### src/rtl/demux_1x4_pkg.sv
// Shared definitions for the 1-to-4 demultiplexer: select codes, slot state
// encoding and small helpers used by the top level and the slot sub-module.
package demux_1x4_pkg;

    localparam int NUM_SLOTS = 4;
    localparam int ERR_CNT_W = 8;

    // Select codes as seen on {Sel1,Sel2,Sel3,Sel4}
    localparam logic [3:0] SEL_OUT1 = 4'b1000;
    localparam logic [3:0] SEL_OUT2 = 4'b0100;
    localparam logic [3:0] SEL_OUT3 = 4'b0010;
    localparam logic [3:0] SEL_OUT4 = 4'b0001;

    localparam logic [ERR_CNT_W-1:0] ERR_CNT_MAX = '1;

    typedef enum logic {
        SLOT_EMPTY = 1'b0,
        SLOT_FULL  = 1'b1
    } slot_state_e;

    // Select code that routes to slot idx (0 -> OUT1 ... 3 -> OUT4)
    function automatic logic [3:0] slot_sel_code(input int unsigned idx);
        logic [3:0] code;
        case (idx)
            0:       code = SEL_OUT1;
            1:       code = SEL_OUT2;
            2:       code = SEL_OUT3;
            3:       code = SEL_OUT4;
            default: code = 4'b0000;
        endcase
        return code;
    endfunction

    // A select is legal only when exactly one destination bit is set
    function automatic logic sel_is_legal(input logic [3:0] sel);
        return $onehot(sel);
    endfunction

endpackage

### src/rtl/demux_1x4_if.sv
// Bus bundle for the demultiplexer: upstream word/select handshake and the
// four per-destination valid/ready channels plus error reporting.
interface demux_1x4_if #(
    parameter int DATA_WIDTH = 8
) ();

    logic [DATA_WIDTH-1:0] IN_DATA;
    logic                  IN_VALID;
    logic                  Sel1;
    logic                  Sel2;
    logic                  Sel3;
    logic                  Sel4;
    logic                  IN_READY;

    logic [DATA_WIDTH-1:0] OUT1;
    logic [DATA_WIDTH-1:0] OUT2;
    logic [DATA_WIDTH-1:0] OUT3;
    logic [DATA_WIDTH-1:0] OUT4;
    logic                  OUT_VALID1;
    logic                  OUT_VALID2;
    logic                  OUT_VALID3;
    logic                  OUT_VALID4;
    logic                  OUT_READY1;
    logic                  OUT_READY2;
    logic                  OUT_READY3;
    logic                  OUT_READY4;

    logic                  SEL_ERR;
    logic [7:0]            ERR_CNT;

    // Producer/consumer side (drives words and destination readies)
    modport master (
        output IN_DATA, IN_VALID, Sel1, Sel2, Sel3, Sel4,
        output OUT_READY1, OUT_READY2, OUT_READY3, OUT_READY4,
        input  IN_READY,
        input  OUT1, OUT2, OUT3, OUT4,
        input  OUT_VALID1, OUT_VALID2, OUT_VALID3, OUT_VALID4,
        input  SEL_ERR, ERR_CNT
    );

    // Demultiplexer side
    modport slave (
        input  IN_DATA, IN_VALID, Sel1, Sel2, Sel3, Sel4,
        input  OUT_READY1, OUT_READY2, OUT_READY3, OUT_READY4,
        output IN_READY,
        output OUT1, OUT2, OUT3, OUT4,
        output OUT_VALID1, OUT_VALID2, OUT_VALID3, OUT_VALID4,
        output SEL_ERR, ERR_CNT
    );

endinterface

### src/rtl/demux_1x4_slot.sv
// One destination slot: a single-entry holding register with EMPTY/FULL
// state. Loads on a routed transfer, empties when the consumer takes it.
//
// state      | meaning
// SLOT_EMPTY | no unconsumed word; data_out keeps the last loaded value
// SLOT_FULL  | word held and presented with valid high
module demux_slot
    import demux_1x4_pkg::*;
#(
    parameter int DATA_WIDTH = 8
) (
    input  logic                  clk,
    input  logic                  rst,
    input  logic                  load,
    input  logic                  drain,
    input  logic [DATA_WIDTH-1:0] data_in,
    output logic [DATA_WIDTH-1:0] data_out,
    output logic                  valid,
    output logic                  can_accept
);

    slot_state_e           state_q, state_d;
    logic [DATA_WIDTH-1:0] data_q, data_d;

    // Next-state and data-load decision
    always_comb begin
        state_d = state_q;
        data_d  = data_q;
        case (state_q)
            SLOT_EMPTY: begin
                // drain while empty is ignored
                if (load) begin
                    state_d = SLOT_FULL;
                    data_d  = data_in;
                end
            end
            SLOT_FULL: begin
                // load wins over drain: the old word leaves as the new one lands
                if (load) begin
                    data_d = data_in;
                end else if (drain) begin
                    state_d = SLOT_EMPTY;
                end
            end
            default: state_d = SLOT_EMPTY;
        endcase
    end

    // State and data registers with synchronous reset
    always_ff @(posedge clk) begin
        if (rst) begin
            state_q <= SLOT_EMPTY;
            data_q  <= '0;
        end else begin
            state_q <= state_d;
            data_q  <= data_d;
        end
    end

    // A full slot can still take a word in the same cycle it is consumed
    always_comb begin
        valid      = (state_q == SLOT_FULL);
        can_accept = (state_q == SLOT_EMPTY) || drain;
        data_out   = data_q;
    end

endmodule

### src/rtl/demux_1x4.sv
// 1-to-4 demultiplexer: routes each accepted word to the slot picked by a
// one-hot select. Illegal selects are accepted and dropped, flagged with a
// one-cycle SEL_ERR pulse and counted in a saturating ERR_CNT.
module demux_1x4
    import demux_1x4_pkg::*;
#(
    parameter int DATA_WIDTH = 8
) (
    input  logic             CLK,
    input  logic             RST,
    demux_1x4_if.slave       bus
);

    logic [3:0]            sel_vec;
    logic                  sel_legal;
    logic [NUM_SLOTS-1:0]  slot_hit;
    logic [NUM_SLOTS-1:0]  slot_load;
    logic [NUM_SLOTS-1:0]  slot_drain;
    logic [NUM_SLOTS-1:0]  slot_valid;
    logic [NUM_SLOTS-1:0]  slot_can_accept;
    logic [DATA_WIDTH-1:0] slot_data [NUM_SLOTS];
    logic                  in_ready;
    logic                  xfer;

    logic                  sel_err_q, sel_err_d;
    logic [ERR_CNT_W-1:0]  err_cnt_q, err_cnt_d;

    assign sel_vec    = {bus.Sel1, bus.Sel2, bus.Sel3, bus.Sel4};
    assign slot_drain = {bus.OUT_READY4, bus.OUT_READY3, bus.OUT_READY2, bus.OUT_READY1};

    // Select decode, accept decision and per-slot load strobes
    always_comb begin
        sel_legal = sel_is_legal(sel_vec);
        slot_hit  = '0;
        for (int i = 0; i < NUM_SLOTS; i++) begin
            slot_hit[i] = (sel_vec == slot_sel_code(i));
        end
        // illegal selects are always taken so they can be dropped and counted
        in_ready  = sel_legal ? |(slot_hit & slot_can_accept) : 1'b1;
        xfer      = bus.IN_VALID && in_ready;
        slot_load = xfer ? slot_hit : '0;
    end

    // Error pulse and saturating drop counter
    always_comb begin
        sel_err_d = xfer && !sel_legal;
        err_cnt_d = err_cnt_q;
        if (sel_err_d && (err_cnt_q != ERR_CNT_MAX)) begin
            err_cnt_d = err_cnt_q + 1'b1;
        end
    end

    // Error registers with synchronous reset
    always_ff @(posedge CLK) begin
        if (RST) begin
            sel_err_q <= 1'b0;
            err_cnt_q <= '0;
        end else begin
            sel_err_q <= sel_err_d;
            err_cnt_q <= err_cnt_d;
        end
    end

    for (genvar g = 0; g < NUM_SLOTS; g++) begin : g_slot
        demux_slot #(
            .DATA_WIDTH (DATA_WIDTH)
        ) u_slot (
            .clk        (CLK),
            .rst        (RST),
            .load       (slot_load[g]),
            .drain      (slot_drain[g]),
            .data_in    (bus.IN_DATA),
            .data_out   (slot_data[g]),
            .valid      (slot_valid[g]),
            .can_accept (slot_can_accept[g])
        );
    end

    assign bus.IN_READY   = in_ready;
    assign bus.OUT1       = slot_data[0];
    assign bus.OUT2       = slot_data[1];
    assign bus.OUT3       = slot_data[2];
    assign bus.OUT4       = slot_data[3];
    assign bus.OUT_VALID1 = slot_valid[0];
    assign bus.OUT_VALID2 = slot_valid[1];
    assign bus.OUT_VALID3 = slot_valid[2];
    assign bus.OUT_VALID4 = slot_valid[3];
    assign bus.SEL_ERR    = sel_err_q;
    assign bus.ERR_CNT    = err_cnt_q;

endmodule

### src/flat_wrapper.sv
// flat-port wrapper written by rule: the top's interface ports become plain ports
module demux_1x4_flat import demux_1x4_pkg::*;
#(
    parameter int DATA_WIDTH = 8
)
  (CLK, RST, bus_IN_DATA, bus_IN_VALID, bus_Sel1, bus_Sel2, bus_Sel3, bus_Sel4, bus_OUT_READY1, bus_OUT_READY2, bus_OUT_READY3, bus_OUT_READY4, bus_IN_READY, bus_OUT1, bus_OUT2, bus_OUT3, bus_OUT4, bus_OUT_VALID1, bus_OUT_VALID2, bus_OUT_VALID3, bus_OUT_VALID4, bus_SEL_ERR, bus_ERR_CNT);
  demux_1x4_if #(.DATA_WIDTH(DATA_WIDTH)) bus_i ();
  input  logic CLK;
  input  logic RST;
  input wire logic [$bits(bus_i.IN_DATA)-1:0] bus_IN_DATA;
  input wire logic [$bits(bus_i.IN_VALID)-1:0] bus_IN_VALID;
  input wire logic [$bits(bus_i.Sel1)-1:0] bus_Sel1;
  input wire logic [$bits(bus_i.Sel2)-1:0] bus_Sel2;
  input wire logic [$bits(bus_i.Sel3)-1:0] bus_Sel3;
  input wire logic [$bits(bus_i.Sel4)-1:0] bus_Sel4;
  input wire logic [$bits(bus_i.OUT_READY1)-1:0] bus_OUT_READY1;
  input wire logic [$bits(bus_i.OUT_READY2)-1:0] bus_OUT_READY2;
  input wire logic [$bits(bus_i.OUT_READY3)-1:0] bus_OUT_READY3;
  input wire logic [$bits(bus_i.OUT_READY4)-1:0] bus_OUT_READY4;
  output wire logic [$bits(bus_i.IN_READY)-1:0] bus_IN_READY;
  output wire logic [$bits(bus_i.OUT1)-1:0] bus_OUT1;
  output wire logic [$bits(bus_i.OUT2)-1:0] bus_OUT2;
  output wire logic [$bits(bus_i.OUT3)-1:0] bus_OUT3;
  output wire logic [$bits(bus_i.OUT4)-1:0] bus_OUT4;
  output wire logic [$bits(bus_i.OUT_VALID1)-1:0] bus_OUT_VALID1;
  output wire logic [$bits(bus_i.OUT_VALID2)-1:0] bus_OUT_VALID2;
  output wire logic [$bits(bus_i.OUT_VALID3)-1:0] bus_OUT_VALID3;
  output wire logic [$bits(bus_i.OUT_VALID4)-1:0] bus_OUT_VALID4;
  output wire logic [$bits(bus_i.SEL_ERR)-1:0] bus_SEL_ERR;
  output wire logic [$bits(bus_i.ERR_CNT)-1:0] bus_ERR_CNT;
  assign bus_i.IN_DATA = bus_IN_DATA;
  assign bus_i.IN_VALID = bus_IN_VALID;
  assign bus_i.Sel1 = bus_Sel1;
  assign bus_i.Sel2 = bus_Sel2;
  assign bus_i.Sel3 = bus_Sel3;
  assign bus_i.Sel4 = bus_Sel4;
  assign bus_i.OUT_READY1 = bus_OUT_READY1;
  assign bus_i.OUT_READY2 = bus_OUT_READY2;
  assign bus_i.OUT_READY3 = bus_OUT_READY3;
  assign bus_i.OUT_READY4 = bus_OUT_READY4;
  assign bus_IN_READY = bus_i.IN_READY;
  assign bus_OUT1 = bus_i.OUT1;
  assign bus_OUT2 = bus_i.OUT2;
  assign bus_OUT3 = bus_i.OUT3;
  assign bus_OUT4 = bus_i.OUT4;
  assign bus_OUT_VALID1 = bus_i.OUT_VALID1;
  assign bus_OUT_VALID2 = bus_i.OUT_VALID2;
  assign bus_OUT_VALID3 = bus_i.OUT_VALID3;
  assign bus_OUT_VALID4 = bus_i.OUT_VALID4;
  assign bus_SEL_ERR = bus_i.SEL_ERR;
  assign bus_ERR_CNT = bus_i.ERR_CNT;
  demux_1x4 #(.DATA_WIDTH(DATA_WIDTH)) u_core (.CLK(CLK), .RST(RST), .bus(bus_i));
endmodule
### config.mk
export PLATFORM = sky130hd
export DESIGN_NAME = demux_1x4_flat
export DESIGN_NICKNAME = d
export VERILOG_FILES = /design/src/rtl/demux_1x4_pkg.sv /design/src/rtl/demux_1x4_if.sv /design/src/rtl/demux_1x4_slot.sv /design/src/rtl/demux_1x4.sv /design/src/flat_wrapper.sv
export SDC_FILE = /design/constraint.sdc
export NUM_CORES = 1
export LEC_CHECK = 0
export ABC_CLOCK_PERIOD_IN_PS = 3300
export BUFFER_PORTS_ARGS = -buffer_cell sky130_fd_sc_hd__buf_2
export CAP_MARGIN = 25
export CELL_PAD_IN_SITES_DETAIL_PLACEMENT = 0
export CELL_PAD_IN_SITES_GLOBAL_PLACEMENT = 1
export CORE_MARGIN = 2
export CORE_UTILIZATION = 40
export CTS_BUF_LIST = sky130_fd_sc_hd__clkbuf_8 sky130_fd_sc_hd__clkbuf_16
export CTS_CLUSTER_DIAMETER = 30
export CTS_CLUSTER_SIZE = 12
export DETAILED_ROUTE_END_ITERATION = 10
export GPL_TIMING_DRIVEN = 0
export PLACE_DENSITY = 0.8
export SLEW_MARGIN = 10
export SYNTH_ARGS = -nofsm -noshare
export SYNTH_HDL_FRONTEND = slang
export SYNTH_SLANG_ARGS = --single-unit
export TNS_END_PERCENT = 30
### constraint.sdc
create_clock -name CLK -period 3.3 [get_ports CLK]
set_input_delay 0 -clock CLK [delete_from_list [all_inputs] [get_ports CLK]]
set_output_delay 0 -clock CLK [all_outputs]
set_load 0.01 [all_outputs]
After elaboration in Yosys (flattened, before gate mapping) --
Index checks and enable logic that the tools add are counted.
Storage, ports and cells: output and inout port bits 46, word-level logic and storage cells 56, input bits 19, register bits after elaboration 45
Cells by class: eq/ne operators 6, bitwise operators 5, muxes and demuxes 22, reduce and logical (&&, ||, !) cells 9, add/subtract/negate cells 4
Operator list (number):
- 8-bit two-way mux | 4
- 1-bit two-way mux | 13
- 8-bit by 1-bit adder with 8-bit output, second input constant | 1
- 8-bit != test, second input constant | 1
- 1-bit case mux with 2 select lines | 4
- 1-bit by 1-bit adder with 2-bit output | 2
- 4-bit bitwise AND | 1
- 4-bit by 1-bit == test with 1-bit output, second input constant | 1
- 4-bit by 2-bit == test with 1-bit output, second input constant | 1
- 4-bit by 3-bit == test with 1-bit output, second input constant | 1
- 4-bit == test, second input constant | 1
- 1-bit logical OR | 4
- 4-bit two-way mux | 1
- 1-bit inverter | 4
- 4-bit OR reduction | 1
- 3-bit adder | 1
- 3-bit by 1-bit == test with 1-bit output, second input constant | 1
- 1-bit logical AND | 3
- 1-bit logical NOT | 1

Logic depth before layout (Yosys ltp) --
depth in word-level cells 9, mapped depth 9, mapped depth without buffers 9

By module --
Synthesis repeated with hierarchy kept, for this count alone.
Unflattened totals: cell total of the unflattened synthesis 198, area, all modules 1969.4 um^2
Modules (own cells, without submodules):
- demux_slot | sequential area each 180.2 um^2, times used 4, cells an instance 30, area each 321.6 um^2
- demux_1x4 | sequential area each 180.2 um^2, times used 1, cells an instance 78, area each 683.2 um^2

Least setup slack after synthesis --
OpenSTA, ideal clock, no wires.
path type input to register, from in bus_Sel2, to reg u_core.err_cnt_q[5], in the netlist u_core.bus.ERR_CNT[5], buffers on the path 0, slack 1.369 ns, data required time 3.171 ns, cell stages on the path 9, arrival time 1.803 ns, library setup time 0.129 ns, path through inv_1 -> ha_1 -> ha_1 -> fa_1 -> or3b_1 -> nand3_1 -> nor2_1 -> mux2i_1 -> nor2_1
On the way: longest elaborated chain between the ends 7, elaborated cells on any way between the ends 14, those cells by class add/sub: 2; eq/ne: 5; mux: 1; bitwise: 1; reduce/logical: 5
RTL lines:
- start, declared | line flat_wrapper.sv:13 | input wire logic [$bits(bus_i.Sel2)-1:0] bus_Sel2;
- 1-bit by 1-bit adder with 2-bit output (implied by the code) (tied with other cells) | line demux_1x4_pkg.sv:36 | return $onehot(sel);
- 3-bit adder (implied by the code) / 4-bit bitwise AND (equally long branches) | line demux_1x4_pkg.sv:36, demux_1x4.sv:39
- 3-bit by 1-bit == test with 1-bit output / 4-bit OR reduction (equally long branches) | line demux_1x4_pkg.sv:36, demux_1x4.sv:39
- 1-bit two-way mux | line demux_1x4.sv:39 | in_ready = sel_legal ? |(slot_hit & slot_can_accept) : 1'b1;
- 1-bit logical AND | line demux_1x4.sv:40 | xfer = bus.IN_VALID && in_ready;
- 1-bit logical AND (*) | line demux_1x4.sv:46 | sel_err_d = xfer && !sel_legal;
- 1-bit logical AND (*) | line demux_1x4.sv:48 | if (sel_err_d && (err_cnt_q != ERR_CNT_MAX)) begin
- end signal, assigned | line demux_1x4.sv:60 | err_cnt_q <= err_cnt_d;
- end, declared | line demux_1x4.sv:26 | logic [ERR_CNT_W-1:0] err_cnt_q, err_cnt_d;
Every way passes the cells marked *; elsewhere a longest branch is shown, timed or not. A chain may end at the register's enable or synchronous reset.

Worst setup path in the final report --
from in bus_Sel4, to reg u_core.err_cnt_q[5], in the netlist u_core.bus.ERR_CNT[5]
On the way: longest elaborated chain between the ends 7, elaborated cells on any way between the ends 14, those cells by class add/sub: 2; eq/ne: 5; mux: 1; bitwise: 1; reduce/logical: 5
RTL lines:
- start, declared | line flat_wrapper.sv:15 | input wire logic [$bits(bus_i.Sel4)-1:0] bus_Sel4;
- 1-bit by 1-bit adder with 2-bit output (implied by the code) (tied with other cells) | line demux_1x4_pkg.sv:36
- 3-bit adder (implied by the code) / 4-bit bitwise AND (equally long branches) | line demux_1x4_pkg.sv:36, demux_1x4.sv:39
- 3-bit by 1-bit == test with 1-bit output / 4-bit OR reduction (equally long branches) | line demux_1x4_pkg.sv:36, demux_1x4.sv:39
- 1-bit two-way mux | line demux_1x4.sv:39
- 1-bit logical AND | line demux_1x4.sv:40
- 1-bit logical AND (*) | line demux_1x4.sv:46
- 1-bit logical AND (*) | line demux_1x4.sv:48
Marks and branches as above.

==> metrics.yaml <==
routing:
  routed_via_density: 4.706
  drt-total-wl_um: 4558
  drc: 0
  vias: 1647
  dr.pass1.iters: 4
  ant_nets: 0
  first_iter_violations: 49
  wire_per_inst_um: 13.02
synthesis:
  avgSynthCellArea_um2: 9.991
  yosys_register_bits: 45
  synthTopCellsByArea: "dfxtp_1 44%, mux2i_1 17%, nand2b_1 8.6%"
  synth_top_family_by_area: "simple AND/OR/NAND/NOR gates"
  syn_inst: 204
  synth_fp_nets: 234
  ys_warn_count: 0
  synthMuxAreaShare_pct: 17.19
  post_synth_num_cell_types: 30
  yosysSeqAreaShare_pct: 44.20
  synth-xor-area-share_pct: 0.8594
  synth_compound_area_share_pct: 6.262
  synth_top_area_share_pct: 44.20
  synth_simple_gate_area_share_pct: 19.89
  synth_area_um2: 2038
  yosysTopAreaCell: "dfxtp_1"
  yosys.area_share.adder_pct: 7.121
floorplanning:
  coreArea_um2: 4817
  pin_count: 65
  rows: 25
  start_util_pct: 42.31
  die_w_um: 75.38
  die_area_um2: 5682
  fp.dieH_um: 75.38
sta:
  tns_ps: 0
  tightestPinTransition_ps: 500.3
  min_period_ps: 1898
  period_share_pct: 57.53
  clock_skew_ps: 8.843
  hold_viol: 0
  maxSlewViolCount: 0
  rsz0062_at_grt: "no"
  finalSetupViolCount: 0
  postLayoutSetupSlackWorst_ps: 1402
  max_freq_ghz: 0.5267
  max_slew_margin_pct: 66.65
placement:
  io_buffers: 63
  pre_cts_ws_ps: 1094
  globalplace.congestion: 0.7834
  hpwl_um: 3389
worst_setup_path:
  reg2reg_depth: 5
  cp.depth: 10
  path_class: "in -> reg"
  crit_arrival_ps: 2080
  path_cells: "buf_2 -> inv_1 -> ha_1 -> ha_1 -> fa_1 -> or3b_1 -> nand3_1 -> nor2_1 -> mux2i_1 -> nor2_1"
  cp_num_buf_inv: 2
  cp-end-kind: "register"
  critPathTopFamily: "adder cells"
  worst_setup_path_start_kind: "input port"
  worstPathMaxFanout: 5
  cp_slowest_cell: "fa_1"
  worstPathRequired_ps: 3480
  slowest_delay_ps: 470
clocking:
  h-tree-depth: 2
  cts_resized: 0
  clk_pin_slew_ps: 90
  cts_tree: "built"
  clk_path_buf_depth: 2
  cts_sinks: 45
  root_buffer: "clkbuf_8"
  cts_buffers: 5
  clk_latency_ps: 300
pwr:
  ir_worst_vdd_uv: 317.8
  p_leak_nw: 1.260
  finalPower_w: 0.001104
  cellPowerDensity_nw_per_um2: 419.9
final_layout:
  fin_nets: 312
  antenna_cells: 0
  drive_gt1_share_pct: 28.98
  syn2layout_area_growth_pct: 28.97
run:
  cap_violations: 0
worst_hold_path:
  hp-class: "in -> reg"
  whs_path_depth: 3
global_routing:
  grt_first_pass_wirelength_um: 7155
  grt_pass1_vias: 1529
  overflow: 0
  antenna_found_initial: 0
  grt_max_degree: 15
  grt.total_usage_pct: 16.75
outcome:
  status: "complete, no violations"
-- cell type report --
class                      instances  area, µm²
fill                             477       2188
timing repair buffer              71      395.4
clock buffer                       5      68.82
multi-input combinational        141       1046
sequential                        45      900.9
tap                               67      83.83
buffer                            10      61.31
clock inverter                     3      42.54
inverter                           8      30.03
-- registers in the layout (all words and copies together) (netlist names) --
name                           cells
u_core.bus.ERR_CNT                 8
u_core.bus.SEL_ERR                 1
u_core.g_slot.u_slot.valid         4
u_core.g_slot.u_slot.data_out     32
-- path summary, 6_finish.rpt --
check,from,to,slack [ps]
setup / recovery,bus_Sel4,u_core.bus.ERR_CNT[5]$_SDFFE_PP0P_,1400
hold / removal,bus_IN_DATA[4],u_core.g_slot[0].u_slot.data_out[4]$_SDFFE_PP0P_,9
setup reg to reg,u_core.bus.ERR_CNT[0]$_SDFFE_PP0P_,u_core.bus.ERR_CNT[4]$_SDFFE_PP0P_,1830
hold reg to reg,u_core.g_slot[3].u_slot.data_out[6]$_SDFFE_PP0P_,u_core.g_slot[3].u_slot.data_out[6]$_SDFFE_PP0P_,470
-- kinds of logic (layout without fill, tap and decap cells) --
kind of cell / Yosys count / count (layout)
adders and majority gates: 11 / 11
and+or+nand+nor: 76 / 76
DFF: 45 / 45
muxes: 35 / 35
buffers and inverters: 18 / 97
xor gates and xnor gates: 2 / 2
AOI/OAI and AO/OA: 17 / 17
-- power by group --
part | internal [W] | switching [W] | total [W]
Combinational | 0.0000607 | 0.0000678 | 0.000129
Sequential | 0.000554 | 0.00000801 | 0.000562
Clock | 0.000224 | 0.000189 | 0.000414
Total | 0.000839 | 0.000265 | 0.00110
-- through the flow --
stage | hold WS [ps] | instance area (µm²) | util, % | cells
floorplan | 147.2 | 2038 | - | 204
global placement | 278.7 | 2437 | 50.60 | 334
detailed placement | 288.4 | 2437 | 50.60 | 334
CTS | 2.128 | 2629 | 54.57 | 350
global route | 18.14 | 2629 | 54.57 | 350
finish | 9.233 | 2629 | 54.57 | 350
-- routing by layer --
metal / up-vias / GRT usage (%) / routed length [µm]
met5: - / 0 / 0
met3: 6 / 4.497 / 230
met2: 40 / 27.54 / 2169
met1: 763 / 21.26 / 2095
li1: 838 / - / -
met4: 0 / 5.848 / 62
-- placed cells by master, fill, tap and decap left out, drive strengths merged, types with 2 or more instances in the layout --
| cell | Yosys | layout |
|---|---|---|
| a211oi | 3 | 3 |
| a21oi | 7 | 7 |
| a31oi | 3 | 3 |
| buf | 5 | 68 |
| clkbuf | 5 | 10 |
| dfxtp | 45 | 45 |
| dlygate4sd3 | 0 | 8 |
| ha | 10 | 10 |
| inv | 8 | 9 |
| mux2i | 35 | 35 |
| nand2 | 5 | 5 |
| nand2b | 29 | 29 |
| nand3 | 6 | 6 |
| nand4 | 3 | 3 |
| nor2 | 27 | 27 |
| xnor2 | 2 | 2 |
-- worst min-delay path, stage by stage --
cell and delay, ps:
buf_2 130, mux2i_1 80, nor2_1 70
-- cell usage after synthesis --
cell type / instances
nand2_1: 5
mux2i_1: 35
o21ai_0: 1
nor3b_2: 1
xnor2_1: 2
and3_1: 1
nand4_1: 3
ha_1: 10
dfxtp_1: 45
inv_1: 8
a211oi_2: 1
or3_1: 1
nor2_1: 27
a31oi_1: 3
nand2b_4: 1
or3b_1: 1
a211oi_1: 2
buf_2: 1
fa_1: 1
nand2b_1: 28
buf_4: 2
a32oi_2: 1
nor3_1: 1
a21oi_1: 7
clkbuf_1: 5
nand3_1: 6
a22oi_2: 1
and2_4: 1
o211ai_2: 1
buf_6: 2
-- repair_timing --
item	CTS	global route
setup buffers	0	0
hold buffers	8	0
endpoints found under the hold margin	13	0
Note: power is estimated with default switching activity, not from simulation.
